$ cat config.mk
export PLATFORM = sky130hd
export DESIGN_NAME = e_tdmrc_gen
export DESIGN_NICKNAME = d
export VERILOG_FILES = /design/src/rtl/e_tdmrc_pkg.sv /design/src/rtl/e_tdmrc_byte_core.sv /design/src/rtl/e_tdmrc_gen.sv
export SDC_FILE = /design/constraint.sdc
export NUM_CORES = 1
export LEC_CHECK = 0
export ABC_AREA = 1
export CAP_MARGIN = 20
export CELL_PAD_IN_SITES_DETAIL_PLACEMENT = 0
export CELL_PAD_IN_SITES_GLOBAL_PLACEMENT = 1
export CORE_MARGIN = 2
export CORE_UTILIZATION = 25
export DETAILED_ROUTE_END_ITERATION = 8
export PLACE_DENSITY_LB_ADDON = 0.1
export SLEW_MARGIN = 25
export SYNTH_ARGS = -nofsm -noshare
export SYNTH_HDL_FRONTEND = slang
export SYNTH_SLANG_ARGS = --single-unit
export TNS_END_PERCENT = 100
$ cat constraint.sdc
create_clock -name clk -period 8.18 [get_ports clk]
set_input_delay 2.454 -clock clk [delete_from_list [all_inputs] [get_ports clk]]
set_output_delay 2.454 -clock clk [all_outputs]
set_load 0.01 [all_outputs]
$ cat src/rtl/e_tdmrc_pkg.sv
// Shared types and byte transforms for the TDMRC message generator.
// Optional self-check datapath: build with E_TDMRC_SELFCHECK_EN defined.
package e_tdmrc_pkg;

    typedef enum logic [1:0] {
        ST_IDLE = 2'd0,
        ST_LOAD = 2'd1,
        ST_PROC = 2'd2,
        ST_DONE = 2'd3
    } state_t;

    localparam int ROT_AMT = 3;

    function automatic logic [7:0] rotl8(input logic [7:0] x);
        return (x << ROT_AMT) | (x >> (8 - ROT_AMT));
    endfunction

    function automatic logic [7:0] rotr8(input logic [7:0] x);
        return (x >> ROT_AMT) | (x << (8 - ROT_AMT));
    endfunction

    // c = rotl3(p ^ kb) + ad (mod 256)
    function automatic logic [7:0] enc_byte(input logic [7:0] p,
                                            input logic [7:0] kb,
                                            input logic [7:0] ad);
        logic [7:0] t;
        t = rotl8(p ^ kb);
        return t + ad;
    endfunction

    // p = rotr3(c - ad) ^ kb  (exact inverse of enc_byte)
    function automatic logic [7:0] dec_byte(input logic [7:0] c,
                                            input logic [7:0] kb,
                                            input logic [7:0] ad);
        logic [7:0] t;
        t = c - ad;
        return rotr8(t) ^ kb;
    endfunction

endpackage

$ cat src/rtl/e_tdmrc_byte_core.sv
// Combinational single-byte transform: encrypt (i_mode=0) or decrypt (i_mode=1).
module e_tdmrc_byte_core
    import e_tdmrc_pkg::*;
(
    input  logic       i_mode,
    input  logic [7:0] i_kb,
    input  logic [7:0] i_ad,
    input  logic [7:0] i_byte,
    output logic [7:0] o_byte
);

    // Select direction; both functions are pure logic.
    always_comb begin
        o_byte = i_mode ? dec_byte(i_byte, i_kb, i_ad) : enc_byte(i_byte, i_kb, i_ad);
    end

endmodule

$ cat src/rtl/e_tdmrc_gen.sv
// TDMRC message generator: collects MSG_BYTES bytes, transforms one byte per
// cycle, and holds the result until the consumer accepts it.
// Optional self-check datapath: E_TDMRC_SELFCHECK_EN.
module e_tdmrc_gen
    import e_tdmrc_pkg::*;
#(
    parameter int MSG_BYTES = 5
) (
    input  logic                   clk,
    input  logic                   rst,
    input  logic [31:0]            master_key,
    input  logic [15:0]            subkey,
    input  logic [15:0]            subkey1,
    input  logic [15:0]            subkey2,
    input  logic [15:0]            subkey3,
    input  logic                   mode,
    input  logic                   flush,
    input  logic [7:0]             data_in,
    input  logic                   data_valid,
    output logic                   data_ready,
    output logic [8*MSG_BYTES-1:0] out_flat,
    output logic                   out_valid,
    input  logic                   out_ready,
    output logic                   busy,
    output logic [8*MSG_BYTES-1:0] decrypted_text_flat,
    output logic                   check_ok
);

    localparam int         W        = 8 * MSG_BYTES;
    localparam logic [5:0] LAST_IDX = 6'(MSG_BYTES - 1);

    state_t         r_state;
    state_t         w_state_next;
    logic [5:0]     r_cnt;
    logic [1:0]     r_slot;
    logic [W-1:0]   r_buf;
    logic [W-1:0]   r_out;
    logic           r_mode;
    logic [31:0]    r_mkey;
    logic [15:0]    r_sk0, r_sk1, r_sk2, r_sk3;

    logic [15:0]    w_sk;
    logic [7:0]     w_mkb;
    logic [7:0]     w_kb;
    logic [7:0]     w_ad;
    logic [7:0]     w_in_byte;
    logic [7:0]     w_res;
    logic [W-1:0]   w_din_ext;
    logic [W-1:0]   w_res_ext;

    // Bytes are shifted in at the LSB end so byte 0 ends up in the MSBs.
    assign w_in_byte = r_buf[W-1 -: 8];
    assign out_flat  = r_out;

    // Zero-extend single bytes to message width for the shift registers.
    always_comb begin
        w_din_ext      = '0;
        w_din_ext[7:0] = data_in;
        w_res_ext      = '0;
        w_res_ext[7:0] = w_res;
    end

    // Key slot s = j mod 4 picks subkey S_s and master key byte s.
    always_comb begin
        w_sk  = r_sk0;
        w_mkb = r_mkey[7:0];
        case (r_slot)
            2'd0: begin w_sk = r_sk0; w_mkb = r_mkey[7:0];   end
            2'd1: begin w_sk = r_sk1; w_mkb = r_mkey[15:8];  end
            2'd2: begin w_sk = r_sk2; w_mkb = r_mkey[23:16]; end
            default: begin w_sk = r_sk3; w_mkb = r_mkey[31:24]; end
        endcase
        w_kb = w_sk[7:0] ^ w_mkb;
        w_ad = w_sk[15:8];
    end

    e_tdmrc_byte_core u_core (
        .i_mode (r_mode),
        .i_kb   (w_kb),
        .i_ad   (w_ad),
        .i_byte (w_in_byte),
        .o_byte (w_res)
    );

    // State register.
    always_ff @(posedge clk or posedge rst) begin
        if (rst) r_state <= ST_IDLE;
        else     r_state <= w_state_next;
    end

    // Next-state and handshake outputs; flush overrides every transition.
    always_comb begin
        w_state_next = r_state;
        data_ready   = 1'b0;
        out_valid    = 1'b0;
        busy         = 1'b1;
        case (r_state)
            ST_IDLE: begin
                data_ready = 1'b1;
                busy       = 1'b0;
                if (data_valid)
                    w_state_next = (r_cnt == LAST_IDX) ? ST_PROC : ST_LOAD;
            end
            ST_LOAD: begin
                data_ready = 1'b1;
                if (data_valid && r_cnt == LAST_IDX)
                    w_state_next = ST_PROC;
            end
            ST_PROC: begin
                if (r_cnt == LAST_IDX)
                    w_state_next = ST_DONE;
            end
            default: begin
                out_valid = 1'b1;
                if (out_ready)
                    w_state_next = ST_IDLE;
            end
        endcase
        if (flush)
            w_state_next = ST_IDLE;
    end

    // Byte capture, key latching and per-byte processing.
    always_ff @(posedge clk or posedge rst) begin
        if (rst) begin
            r_cnt  <= '0;
            r_slot <= '0;
            r_buf  <= '0;
            r_out  <= '0;
            r_mode <= 1'b0;
            r_mkey <= '0;
            r_sk0  <= '0;
            r_sk1  <= '0;
            r_sk2  <= '0;
            r_sk3  <= '0;
        end else if (flush) begin
            r_cnt  <= '0;
            r_slot <= '0;
        end else begin
            case (r_state)
                ST_IDLE, ST_LOAD: begin
                    if (data_valid) begin
                        r_buf  <= (r_buf << 8) | w_din_ext;
                        r_cnt  <= (r_cnt == LAST_IDX) ? 6'd0 : r_cnt + 6'd1;
                        r_slot <= '0;
                        if (r_state == ST_IDLE) begin
                            r_mode <= mode;
                            r_mkey <= master_key;
                            r_sk0  <= subkey;
                            r_sk1  <= subkey1;
                            r_sk2  <= subkey2;
                            r_sk3  <= subkey3;
                        end
                    end
                end
                ST_PROC: begin
                    r_out  <= (r_out << 8) | w_res_ext;
                    r_buf  <= r_buf << 8;
                    r_cnt  <= (r_cnt == LAST_IDX) ? 6'd0 : r_cnt + 6'd1;
                    r_slot <= r_slot + 2'd1;
                end
                default: ;
            endcase
        end
    end

`ifdef E_TDMRC_SELFCHECK_EN
    logic [W-1:0] r_dec;
    logic         r_match;
    logic [7:0]   w_chk;
    logic [7:0]   w_dec_byte;
    logic [W-1:0] w_dec_ext;

    // Round-trip the produced byte back through an inverse transform.
    e_tdmrc_byte_core u_chk_core (
        .i_mode (1'b1),
        .i_kb   (w_kb),
        .i_ad   (w_ad),
        .i_byte (w_res),
        .o_byte (w_chk)
    );

    // In decrypt mode the produced byte already is the plaintext.
    always_comb begin
        w_dec_byte     = r_mode ? w_res : w_chk;
        w_dec_ext      = '0;
        w_dec_ext[7:0] = w_dec_byte;
    end

    // Accumulate recovered plaintext and the running match flag.
    always_ff @(posedge clk or posedge rst) begin
        if (rst) begin
            r_dec   <= '0;
            r_match <= 1'b0;
        end else if (!flush) begin
            if (r_state == ST_IDLE && data_valid)
                r_match <= 1'b1;
            else if (r_state == ST_PROC) begin
                r_dec   <= (r_dec << 8) | w_dec_ext;
                r_match <= r_match & (r_mode | (w_chk == w_in_byte));
            end
        end
    end

    assign decrypted_text_flat = r_dec;
    assign check_ok            = (r_state == ST_DONE) && r_match;
`else
    assign decrypted_text_flat = '0;
    assign check_ok            = 1'b0;
`endif

endmodule

==> run_results.csv <==
group,metric,value,unit
critical_path,rr_worst_depth,16,
sta,hold_viol,0,
sta,finalSetupViolations,0,
floorplan,pin_count,194,
sta,worst_pin_slew,0.794,ns
synth,async_flop_share,1.00,
placement,place_congestion,0.788,
final_layout,postLayoutCoreUtil,0.321,
grt,grt_antenna_before_repair,0,
routing,first_iter_violations,320,
synth,synth_top_area_cell,"dfrtp_1",
clock_tree,clk_latency,0.45,ns
placement,io_buffers,152,
critical_path,cp-start-kind,"flop",
synth,synth_xor_area_frac,0.0269,
job,maxCapViolations,0,
synth,ys_top_cells_by_area,"dfrtp_1 (51%), nand2_1 (7.5%), mux2_2 (6.3%)",
final_layout,final_nets,1282,
power,p_leak,5.45,nW
floorplan,rows,70,
clock_tree,ctsHoldBuffers,0,
clock_tree,cts_root_buffer,"clkbuf_16",
floorplan,die_w,197,um
synth,yosysSeqAreaShare,0.505,
floorplan,initial_core_util,0.254,
clock_tree,path_clk_slew,0.07,ns
placement,dpl.cell_count,1595,
synth,synth_fa_ha_area_frac,0.0359,
clock_tree,htreeDepth,4,
synth,muxShareOfSynthArea,0.0632,
synth,yosys.area_share.simple,0.133,
grt,grt_pass1_vias,6890,
status,outcome,"complete, no violations",
power,ir_drop,221,uV
synth,synth_cell_type_count,43,
final_layout,final_common_cell,"dfrtp_1",
synth,yosysTopAreaCellShare,0.505,
final_layout,syn_to_final_growth,26.4,%
min_path,hold_path_depth,2,
sta,fin_skew,0.00968,ns
critical_path,critical_path.endpoint_type,"primary output",
floorplan,design.core.area,36500,um2
synth,synth_compound_area_frac,0.128,
floorplan,die_h,197,um
routing,drc,0,
synth,syn_avg_cell_area,9.15,um2
critical_path,cp_data_arrival_time,1.97,ns
final_layout,diodes,0,
sta,rsz0062_at_grt,"no",
routing,wl_per_cell,15.3,um
synth,syn_inst,1012,
routing,via_per_inst,4.20,
grt,grt_pass1_wl,39.7,mm
final_layout,stdcell_count,1626,
grt,grtUsageTotal,0.134,
clock_tree,cts.sinks,187,
placement,dp_hpwl,17.1,mm
routing,vias,6824,
clock_tree,cts_buffers,17,
sta,period_minus_slack,4.42,ns
synth,synth_flop_cell,"dfrtp_1",
sta,relSlewSlack,0.471,
synth,ys_seq_elements,187,
critical_path,crit_path_max_fanout,5,
sta,fmax,0.226,GHz
synth,synth-edff-count,0,
critical_path,critPathRequiredTime,5.73,ns
clock_tree,cts_tree,"done",
routing,routed_wl,24.8,mm
clock_tree,ctsResizeCount,0,
routing,antenna_left,0,
clock_tree,cts_setup_buffers,0,
sta,fin_crit_sh,0.541,
synth,synth_top_family_by_area,"simple AND/OR/NAND/NOR gates",
final_layout,layout_common_cells,"dfrtp_1 (187), nand2_1 (186), clkdlybuf4s50_1 (152)",
clock_tree,clockBufferDepth,2,
synth,syn_area,9260,um2
routing,first_pass_iters,4,
floorplan,die-area,38600,um2
grt,grt_max_degree,143,
grt,grt.overflow.total,0,
sta,maxSlewViolCount,0,
power,powerDensity,400,nW/um2
critical_path,worstSetupPathType,"reg2out",
min_path,min_path_type,"reg2reg",
synth,yosys_warnings,0,
final_layout,drive_gt1_frac,0.109,
sta,fin_setup_tns,0,ns
==> area by class of cell <==
cell class	count	area [um2]
Clock buffer	20	457
Clock inverter	11	168
Fill cell	3854	24800
Inverter	124	480
Multi-Input combinational cell	658	3760
Sequential cell	187	4680
Tap cell	468	586
Timing Repair Buffer	158	1580
==> critical path, stage by stage (launching register included) <==
cell and delay, ns:
dfrtp_1 0.41, inv_1 0.12, ha_1 0.23, nor2_1 0.22
inv_1 0.07, clkdlybuf4s50_1 0.48
==> cells by family after synthesis <==
kind of cell    after synthesis
fa+ha+maj                    26
mux                          52
compound gates              208
other cells                   1
buf+inv                     207
flops                       187
xor+xnor                     25
simple gates                306
==> routing by layer <==
metal	GRT usage	up-vias	routed length, um
li1	-	3450	-
met1	0.186	3238	12100
met2	0.212	115	11500
met3	0.0255	21	879
met4	0.0387	0	315
met5	0	-	0
==> registers in the layout, summed over array words and instances, names as in the netlist <==
register and flops:
r_sk0 16, r_sk3 16, r_sk2 16, r_state 2, r_mkey 32, r_sk1 16, out_flat 40, r_slot 2
r_mode 1, r_buf 40, r_cnt 6
==> cell usage after synthesis, types with 10 or more instances <==
cell type and n:
o21ai_0 88, clkbuf_1 16, nand2_1 186, a21oi_1 68, o22ai_1 18, dfrtp_1 187, nor2_1 70, xor2_1 12
inv_1 116, ha_1 25, buf_4 44, nand3_1 29, mux2_2 52, buf_2 10
==> path summary, 6_finish.rpt <==
check / slack, ns / end / from
min: 0.48 / r_buf[21] / r_buf[13]
max reg2reg: 4.48 / out_flat[3] / r_slot[0]
min reg2reg: 0.48 / r_buf[21] / r_buf[13]
max: 3.76 / data_ready / r_state[1]
min in group asynchronous: 2.50 / r_sk2[13] / rst
max in group asynchronous: 4.42 / r_sk0[2] / rst
==> per-stage QoR <==
| step | hold slack, ns | worst slack [ns] | instance area (um2) | total power, mW |
|---|---|---|---|---|
| finish | 0.483 | 3.76 | 11700 | 4.69 |
| global route | 0.511 | 3.62 | 11700 | 5.13 |
| CTS | 0.483 | 3.39 | 11700 | 4.78 |
| detailed placement | 0.464 | 2.93 | 11100 | 3.85 |
| global placement | 0.462 | 2.97 | 11100 | 3.83 |
| floorplan | 0.442 | 0.641 | 9410 | 3.08 |
==> power by group <==
group,internal (mW),switching [mW]
clock,0.526,0.374
sequential,1.33,0.219
combinational,0.949,1.29
total,2.81,1.88
No activity file was read; power rests on OpenSTA's default activity.
